File: config.mk
export PLATFORM = sky130hd
export DESIGN_NAME = pipe_reg
export DESIGN_NICKNAME = d
export VERILOG_FILES = /design/src/rtl/pipe_reg.sv
export SDC_FILE = /design/constraint.sdc
export NUM_CORES = 1
export LEC_CHECK = 0
export ABC_CLOCK_PERIOD_IN_PS = 1400
export BUFFER_PORTS_ARGS = -buffer_cell sky130_fd_sc_hd__buf_2
export CAP_MARGIN = 20
export CORE_MARGIN = 5
export CORE_UTILIZATION = 35
export CTS_CLUSTER_SIZE = 30
export DETAILED_ROUTE_END_ITERATION = 12
export MAX_ROUTING_LAYER = met4
export PLACE_DENSITY = 0.57
export SKIP_CTS_REPAIR_TIMING = 1
export SLEW_MARGIN = 20
export SYNTH_ARGS = -nofsm -noshare
export SYNTH_HDL_FRONTEND = slang
export SYNTH_SLANG_ARGS = --single-unit
File: constraint.sdc
create_clock -name clk -period 1.4 [get_ports clk]
set_input_delay 0.42 -clock clk [delete_from_list [all_inputs] [get_ports clk]]
set_output_delay 0.42 -clock clk [all_outputs]
set_load 0.005 [all_outputs]
File: src/rtl/pipe_reg.sv
// ============================================================================
// Module   : pipe_reg
// Purpose  : Valid/ready register pipeline of STAGES stages; optional flush
//            enabled by defining macro PIPE_REG_FLUSH_EN.
// Revision : 1.0 - initial release
// ============================================================================
`default_nettype none

module pipe_reg #(
  parameter int WIDTH  = 32,
  parameter int STAGES = 2
) (
  input  logic                          clk,
  input  logic                          reset,
  input  logic                          enable,
  input  logic                          in_valid,
  output logic                          in_ready,
  input  logic [WIDTH-1:0]              in_data,
  output logic                          out_valid,
  input  logic                          out_ready,
  output logic [WIDTH-1:0]              out_data,
  input  logic                          flush,
  output logic [$clog2(STAGES+1)-1:0]   count
);

  localparam int CNT_W = $clog2(STAGES+1);

  logic [STAGES-1:0] valid_q;
  logic [STAGES-1:0] valid_d;
  logic [WIDTH-1:0]  data_q [STAGES];
  logic [WIDTH-1:0]  data_d [STAGES];
  logic [STAGES-1:0] stage_adv;
  logic              gap;
  logic              flush_act;
  logic [CNT_W-1:0]  cnt_sum;

`ifdef PIPE_REG_FLUSH_EN
  assign flush_act = flush;
`else
  logic unused_flush;
  assign unused_flush = flush;
  assign flush_act    = 1'b0;
`endif

  // A stage advances when any stage at or beyond it has a hole, or the
  // consumer takes the last item; unrolled this way to avoid a bit-level
  // combinational chain through stage_adv itself.
  always_comb begin
    gap       = out_ready;
    stage_adv = '0;
    for (int k = STAGES - 1; k >= 0; k--) begin
      gap          = gap | ~valid_q[k];
      stage_adv[k] = enable & gap;
    end
  end

  always_comb begin
    valid_d = valid_q;
    for (int k = 0; k < STAGES; k++) begin
      data_d[k] = data_q[k];
    end
    if (flush_act) begin
      valid_d = '0;
    end else begin
      if (stage_adv[0]) begin
        valid_d[0] = in_valid;
        data_d[0]  = in_data;
      end
      for (int k = 1; k < STAGES; k++) begin
        if (stage_adv[k]) begin
          valid_d[k] = valid_q[k-1];
          data_d[k]  = data_q[k-1];
        end
      end
    end
  end

  always_ff @(posedge clk) begin
    if (reset) begin
      valid_q <= '0;
      for (int k = 0; k < STAGES; k++) begin
        data_q[k] <= '0;
      end
    end else begin
      valid_q <= valid_d;
      for (int k = 0; k < STAGES; k++) begin
        data_q[k] <= data_d[k];
      end
    end
  end

  always_comb begin
    cnt_sum = '0;
    for (int k = 0; k < STAGES; k++) begin
      cnt_sum = cnt_sum + CNT_W'(valid_q[k]);
    end
  end

  assign count     = cnt_sum;
  assign in_ready  = stage_adv[0] & ~flush_act;
  assign out_valid = valid_q[STAGES-1] & ~flush_act;
  assign out_data  = data_q[STAGES-1];

endmodule

`default_nettype wire

# --- Word-level counts from Yosys, hierarchy flattened ---
# Memory sizes are Yosys's and may differ from the RTL's.
# Cells that the tools add are included.
word_totals:
  output_inout_bits: 36
  elab_cells: 19
  reg_bits: 2
  n_memories: 1
  latch_bits: 0
  input_bits: 38
  ram_bits: 64
  rom_bits: 0
memory_table:
  columns: ["name", "depth", "word_bits", "rd", "rd_clocked_by_memory_dff", "write_ports", "line_no", "text"]
  rows:
  - ["data_q", 2, 32, 2, 0, 2, "30", "logic [WIDTH-1:0] data_q [STAGES];"]
op_classes:
  shifts: 0
  reduce_logical: 0
  eq_ne: 0
  muxes: 7
  addsub: 1
  multipliers: 0
  bitwise_logic: 8
  div: 0
  magnitude_cmp: 0
ops:
  columns: ["cell", "n"]
  rows:
  - ["2-to-1 mux 32 bit", 4]
  - ["bitwise OR 1 bit", 4]
  - ["2-to-1 mux 1 bit", 3]
  - ["adder 1 x 1 -> 2 bit", 1]
  - ["bitwise AND 1 bit", 2]
  - ["inverter 1 bit", 2]

# --- Longest topological paths before layout ---
# Gate-level depths: netlist (run 1).
depth:
  depth_word: 6
  ltp_mapped: 5
  mapped_depth_nobuf: 3

# --- Least setup slack after synthesis (run 1) ---
# Ideal clock, no wire load.
synth_path:
  kind: "input to output"
  from: "input enable"
  to: "output in_ready"
  n_path_buf: 2
  arrival_ns: 1.047
  required_time_ns: 0.980
  slack_ns: -0.067
  stages: 4
  path_cell_list: "buf_4 > inv_2 > a21oi_4 > buf_8"
synth_via:
  elab_chain_len: 1
synth_lines:
  columns: ["item", "line_no", "text"]
  rows:
  - ["from (decl)", "15", "input logic enable,"]
  - ["bitwise AND 1 bit", "53", "stage_adv[k] = enable & gap;"]
  - ["to (decl)", "17", "output logic in_ready,"]
# No other way between the ends.

# --- Final worst setup path (run 1) ---
layout_path:
  from: "register valid_q[1]"
  to: "output in_ready"
layout_via:
  elab_chain_len: 4
layout_lines:
  columns: ["item", "line_no", "text"]
  rows:
  - ["from (decl)", "28", "logic [STAGES-1:0] valid_q;"]
  - ["from (signal assigned)", "85", "valid_q <= valid_d;"]
  - ["inverter 1 bit", "52", "gap = gap | ~valid_q[k];"]
  - ["bitwise OR 1 bit (2 in series)", "52", null]
  - ["bitwise AND 1 bit", "53", null]
# No other way between the ends.

==> results of run 1 <==
stage by stage:
step | setup TNS (ns) | worst slack [ns] | total power [uW] | util | cell area (sq um)
2_1_floorplan | -0.004698 | -0.004698 | 2350 | - | 3008
3_3_place_gp | 0 | 0.04761 | 2458 | 0.3933 | 3248
3_5_place_dp | 0 | 0.0004602 | 2466 | 0.3933 | 3248
4_1_cts | -0.6243 | -0.2556 | 4352 | 0.4221 | 3486
5_1_grt | -0.4824 | -0.2282 | 4491 | 0.4236 | 3498
6_report | -0.2996 | -0.1676 | 4277 | 0.4236 | 3498
routing by layer:
layer  track usage  vias up  wire (um)
met4       0.05348        0         83
met2        0.2071       53       3063
met1        0.1624     1008       2968
met3       0.03072       10        383
met5             -        -          0
li1              -     1144          -
sequential cells by signal, summed over array words and instances (netlist names):
| signal | cells |
|---|---|
| valid_q | 2 |
| data_q | 64 |
cell families (layout without fill, tap and decap cells):
family | count (synthesis) | after routing
multiplexers | 32 | 32
buffers and inverters | 60 | 103
adder cells (fa/ha/maj) | 1 | 1
flip-flops | 66 | 66
AO/OA/AOI/OAI | 68 | 68
AND/OR/NAND/NOR | 101 | 101
worst max path at each step:
stage                              end  cells past startpoint  slack (ns)
after floorplan               in_ready                      4      -0.005
after global placement        in_ready                      4        0.05
after detailed placement  data_q[0][7]                      5      0.0005
after CTS                     in_ready                      3       -0.26
after global routing          in_ready                      3       -0.23
final                         in_ready                      3       -0.17
power by group through the flow:
stage                     combinational, uW  clock, uW  sequential [uW]
final                                   401       1860             2010
after global routing                    448       2020             2020
after CTS                               408       1930             2020
after detailed placement                407          0             2060
after global placement                  402          0             2060
after floorplan                         303          0             2050
final cells by class:
cell class              count  area (sq um)
repair buffers             86         515.5
well taps                 105         131.4
clock buffers              12         165.2
multi-input cells         202          1279
flip-flops and latches     66          1326
inverters                   1         8.758
fillers                   863          4760
clock inverters             4         72.57
placed cells by master, fill, tap and decap left out, drive strengths merged:
master,Yosys,routed
a21oi,34,34
a22oi,1,1
buf,42,86
bufinv,0,2
clkbuf,17,12
clkinv,0,1
clkinvlp,0,1
dfxtp,66,66
ha,1,1
inv,1,1
mux2i,32,32
nand2,2,2
nand2b,65,65
nand3,32,32
nor2,1,1
nor2b,1,1
o21ai,33,33
worst min-delay path: stages:
cell	delay, ns
buf_2	0.10
nand2_1	0.05
a21oi_1	0.05
==> impl_metrics.toml, run 1 <==
[run_status]
status = "finished, violations left"
violations = "negative setup slack"

[floorplan]
die_x_um = 102.4
placeableCoreArea_sq_um = 8258
ios = 74
start_util = 0.3621
dieArea_sq_um = 10490
rows = 33
die_h_um = 102.4

[timing]
hold_violations = 0
fmax_mhz = 637.9
slew_viol_final = 0
tightest_slew_ns = 0.2424
setup_viol = 3
fin_hold_ws_ns = 0.3365
fin_crit_sh = 1.120
finClkSkew_ns = 0.01021
setup_slack_ns = -0.1676
rsz0062_at_grt = "yes"
max_slew_margin = 0.8384
min_period_ns = 1.568

[route]
final_antenna_net_count = 0
dr.first_iter.drc_count = 56
routed_via_density = 4.653
vias = 2215
drc_errors = 0
wl_per_cell_um = 13.65
routed_wl_mm = 6.499
dr.pass1.iters = 4

[synthesis]
ys_seq_area_frac = 0.4418
synth-edff-count = 0
synth-compound-area-share = 0.1184
postSynth.asyncResetShare = 0
syn-num-nets = 367
yosys_register_bits = 66
synth_top_area_frac = 0.4418
synthXorXnorAreaFrac = 0
synth_fa_ha_area_frac = 0.004184
synth_top_area_cell = "dfxtp_1"
syn_inst = 328
yosys_warnings = 0
ys_types = 17
avgSynthCellArea_sq_um = 9.117
ys.flop_type = "dfxtp_1"
yosys-top-cells-area = "dfxtp_1 (44%), nand2b_1 (14%), mux2i_1 (11%), buf_4 (8.3%), a21oi_1 (5.5%)"
synth_simple_gate_area_frac = 0.1979
synth_top_family_by_area = "simple AND/OR/NAND/NOR gates"
netlist_area_sq_um = 2990
ys_top_cells_by_count = "dfxtp_1 (66), nand2b_1 (65), a21oi_1 (33), buf_4 (33), o21ai_0 (33)"
yosysMostFrequentCell = "dfxtp_1"
yosys-mux-area-fraction = 0.1071

[power_and_ir_drop]
seq_power_share = 0.471
switching_share = 0.2246
cellLeakagePower_uw = 0.001510
p_int_uw = 3317
ir_worst_vdd_mv = 0.4864
p_clk_frac = 0.435
combPwrFrac = 0.094
p_sw_uw = 960.6
powerDensity_nw_per_um2 = 1223

[setup_path]
start_kind = "flip-flop"
startpoint = "valid_q[1]"
cpMaxStageDelayCell = "dfxtp_4"
r2r_cells = 4
worstPathRequired_ns = 0.98
critPathMaxStageDelay_ns = 0.36
rr_startpoint = "valid_q[1]"
r2r_setup_slack_ns = 0.13
critical_path_buf_inv_count = 1
r2r-end = "data_q[0][7]"
path_max_fanout = 4
worstPathArrival_ns = 1.15
critPathCaptureType = "primary output"
path_cells = "nor2b_4 > a21oi_4 > buf_2"
crit_family = "flip-flops"
path_class = "reg -> out"

[clock_network]
cts_tree = "done"
path_clk_slew_ns = 0.08
clock-sinks = 66
ctsHtreeMaxLevel = 3
clock_latency_ns = 0.33
cts_buffer_depth = 2
cts-root-buf = "clkbuf_8"
cts_made_buffers = 9

[cells_and_area]
layout-drive-gt1-share = 0.2884
area_growth_pct = 16.99
antenna_cells = 0
fin_nets = 405
instances_no_fill = 476

[place]
globalplace.congestion = 0.7472
io_buffers = 72
dp.cells = 459
place_hpwl_mm = 4.441

[hold_path]
hp-class = "in -> reg"
hold_end = "valid_q[0]"
hold_depth = 3
worstHoldStart = "in_valid"

[global_route]
grt_pass1_wl_mm = 10.50
antenna_found_initial = 0
grt_pass1_vias = 2191
track_usage = 0.1317
overflow = 0
grt_max_degree = 54

[run]
maxCapViolCount = 0
Note: power is estimated with default switching activity, not from simulation.
==> inputs of run 2 (changes only) <==
--- a/config.mk
+++ b/config.mk
@@ -14,6 +14,7 @@
 export DETAILED_ROUTE_END_ITERATION = 12
 export MAX_ROUTING_LAYER = met4
 export PLACE_DENSITY = 0.57
+export REMOVE_ABC_BUFFERS = 1
 export SKIP_CTS_REPAIR_TIMING = 1
 export SLEW_MARGIN = 20
 export SYNTH_ARGS = -nofsm -noshare
==> run 2 against run 1 <==
Net effect: the run still ends with negative setup slack left; cell area fell by 1.4%; clock-buffer cell count rose by 2; sequential power barely moved; via count rose by 0.68%; die area did not move.
==> impl_metrics.toml, run 2 (synthesis gave the netlist of run 1 again) <==
[floorplan]
rows = 33
die_h_um = 102.4
placeableCoreArea_sq_um = 8258
ios = 74
dieArea_sq_um = 10490
start_util = 0.3621
die_x_um = 102.4

[power_and_ir_drop]
p_int_uw = 2962
p_sw_uw = 927.9
seq_power_share = 0.519
powerDensity_nw_per_um2 = 1128
cellLeakagePower_uw = 0.001484
combPwrFrac = 0.105
p_clk_frac = 0.376
ir_worst_vdd_mv = 0.4230
total_power_uw = 3890
switching_share = 0.2385

[clock_network]
ctsHtreeMaxLevel = 3
clock-sinks = 66
clock_latency_ns = 0.33
cts_tree = "done"
cts_buffer_depth = 2
cts-root-buf = "clkbuf_8"
path_clk_slew_ns = 0.06
cts_made_buffers = 9

[place]
dp.cells = 456
globalplace.congestion = 0.7354
io_buffers = 72
place_hpwl_mm = 4.121

[global_route]
grt_pass1_vias = 2195
grt_max_degree = 51
overflow = 0
track_usage = 0.1286
grt_pass1_wl_mm = 10.26
antenna_found_initial = 0

[setup_path]
r2r_setup_slack_ns = 0.08
r2r-end = "data_q[0][20]"
start_kind = "flip-flop"
path_class = "reg -> out"
worstPathArrival_ns = 1.15
path_max_fanout = 4
rr_startpoint = "valid_q[1]"
startpoint = "valid_q[1]"
critPathCaptureType = "primary output"
r2r_cells = 6
worstPathRequired_ns = 0.98

[timing]
slew_viol_final = 0
setup_slack_ns = -0.1658
max_slew_margin = 0.7190
min_period_ns = 1.566
hold_violations = 0
rsz0062_at_grt = "yes"
fin_hold_ws_ns = 0.3368
tightest_slew_ns = 0.4215
fin_crit_sh = 1.118
setup_viol = 3
fmax_mhz = 638.7
finClkSkew_ns = 0.006353
tns_ns = -0.4003

[hold_path]
hp-class = "in -> reg"
hold_depth = 3
worstHoldStart = "in_valid"
hold_end = "valid_q[0]"

[cells_and_area]
area_growth_pct = 15.31
fin_nets = 405
layout-drive-gt1-share = 0.2857
n_fill_cell = 854
top_register = "data_q"
final_common_cell = "buf_2"
largest_reg_flops = 64
instances_no_fill = 476
antenna_cells = 0
top_regs = "data_q: 64 flops, valid_q: 2 flops"
fin_util = 0.4176
final_cell_mix = "buf_2 (72), nand2b_1 (65), dfxtp_1 (64), o21ai_0 (33), a21oi_1 (33)"

[route]
dr.pass1.iters = 4
vias = 2230
final_antenna_net_count = 0
routed_via_density = 4.685
routed_wl_mm = 6.581
dr.first_iter.drc_count = 61
wl_per_cell_um = 13.83
drc_errors = 0

[run]
maxCapViolCount = 0

[run_status]
status = "finished, violations left"
violations = "negative setup slack"
run 2: power groups by stage:
stage / registers [uW] / clock network [uW] / logic [uW]
after floorplan: 2050 / 0 / 190
after global placement: 2050 / 0 / 395
after detailed placement: 2060 / 0 / 400
after CTS: 2020 / 1520 / 402
after global routing: 2030 / 1580 / 455
final: 2020 / 1460 / 410
run 2: layout make-up:
cell class / instances / area [sq um] / area share
flip-flops and latches: 66 / 1324 / 0.3839
inverters: 1 / 3.754 / 0.001089
clock buffers: 14 / 172.7 / 0.05007
clock inverters: 2 / 10.01 / 0.002903
multi-input cells: 202 / 1291 / 0.3745
well taps: 105 / 131.4 / 0.03810
repair buffers: 86 / 515.5 / 0.1495
run 2: critical path, stage by stage (launching register included):
cell and delay [ns]:
dfxtp_2 0.32, buf_4 0.15, ha_4 0.25, buf_2 0.10
run 2: how the worst max path moves through the flow:
stage                         end  slack [ns]  cells past startpoint
floorplan                in_ready       -0.40                      2
global placement         in_ready       -0.05                      4
detailed placement  data_q[0][20]       -0.09                      5
CTS                      in_ready       -0.25                      3
global route             in_ready       -0.20                      3
finish                   count[0]       -0.17                      3
run 2: through the flow:
| stage | cell area [sq um] | setup WS [ns] |
|---|---|---|
| CTS | 3391 | -0.2542 |
| detailed placement | 3208 | -0.08716 |
| floorplan | 2604 | -0.4034 |
| finish | 3448 | -0.1658 |
| global route | 3448 | -0.2004 |
| global placement | 3208 | -0.05297 |
run 2: metal layers:
metal / wire length (um) / vias up / global-route usage
li1: - / 1144 / -
met1: 3092 / 1023 / 0.1642
met2: 3032 / 53 / 0.1936
met3: 343 / 10 / 0.02321
met4: 112 / 0 / 0.06660
met5: 0 / - / -
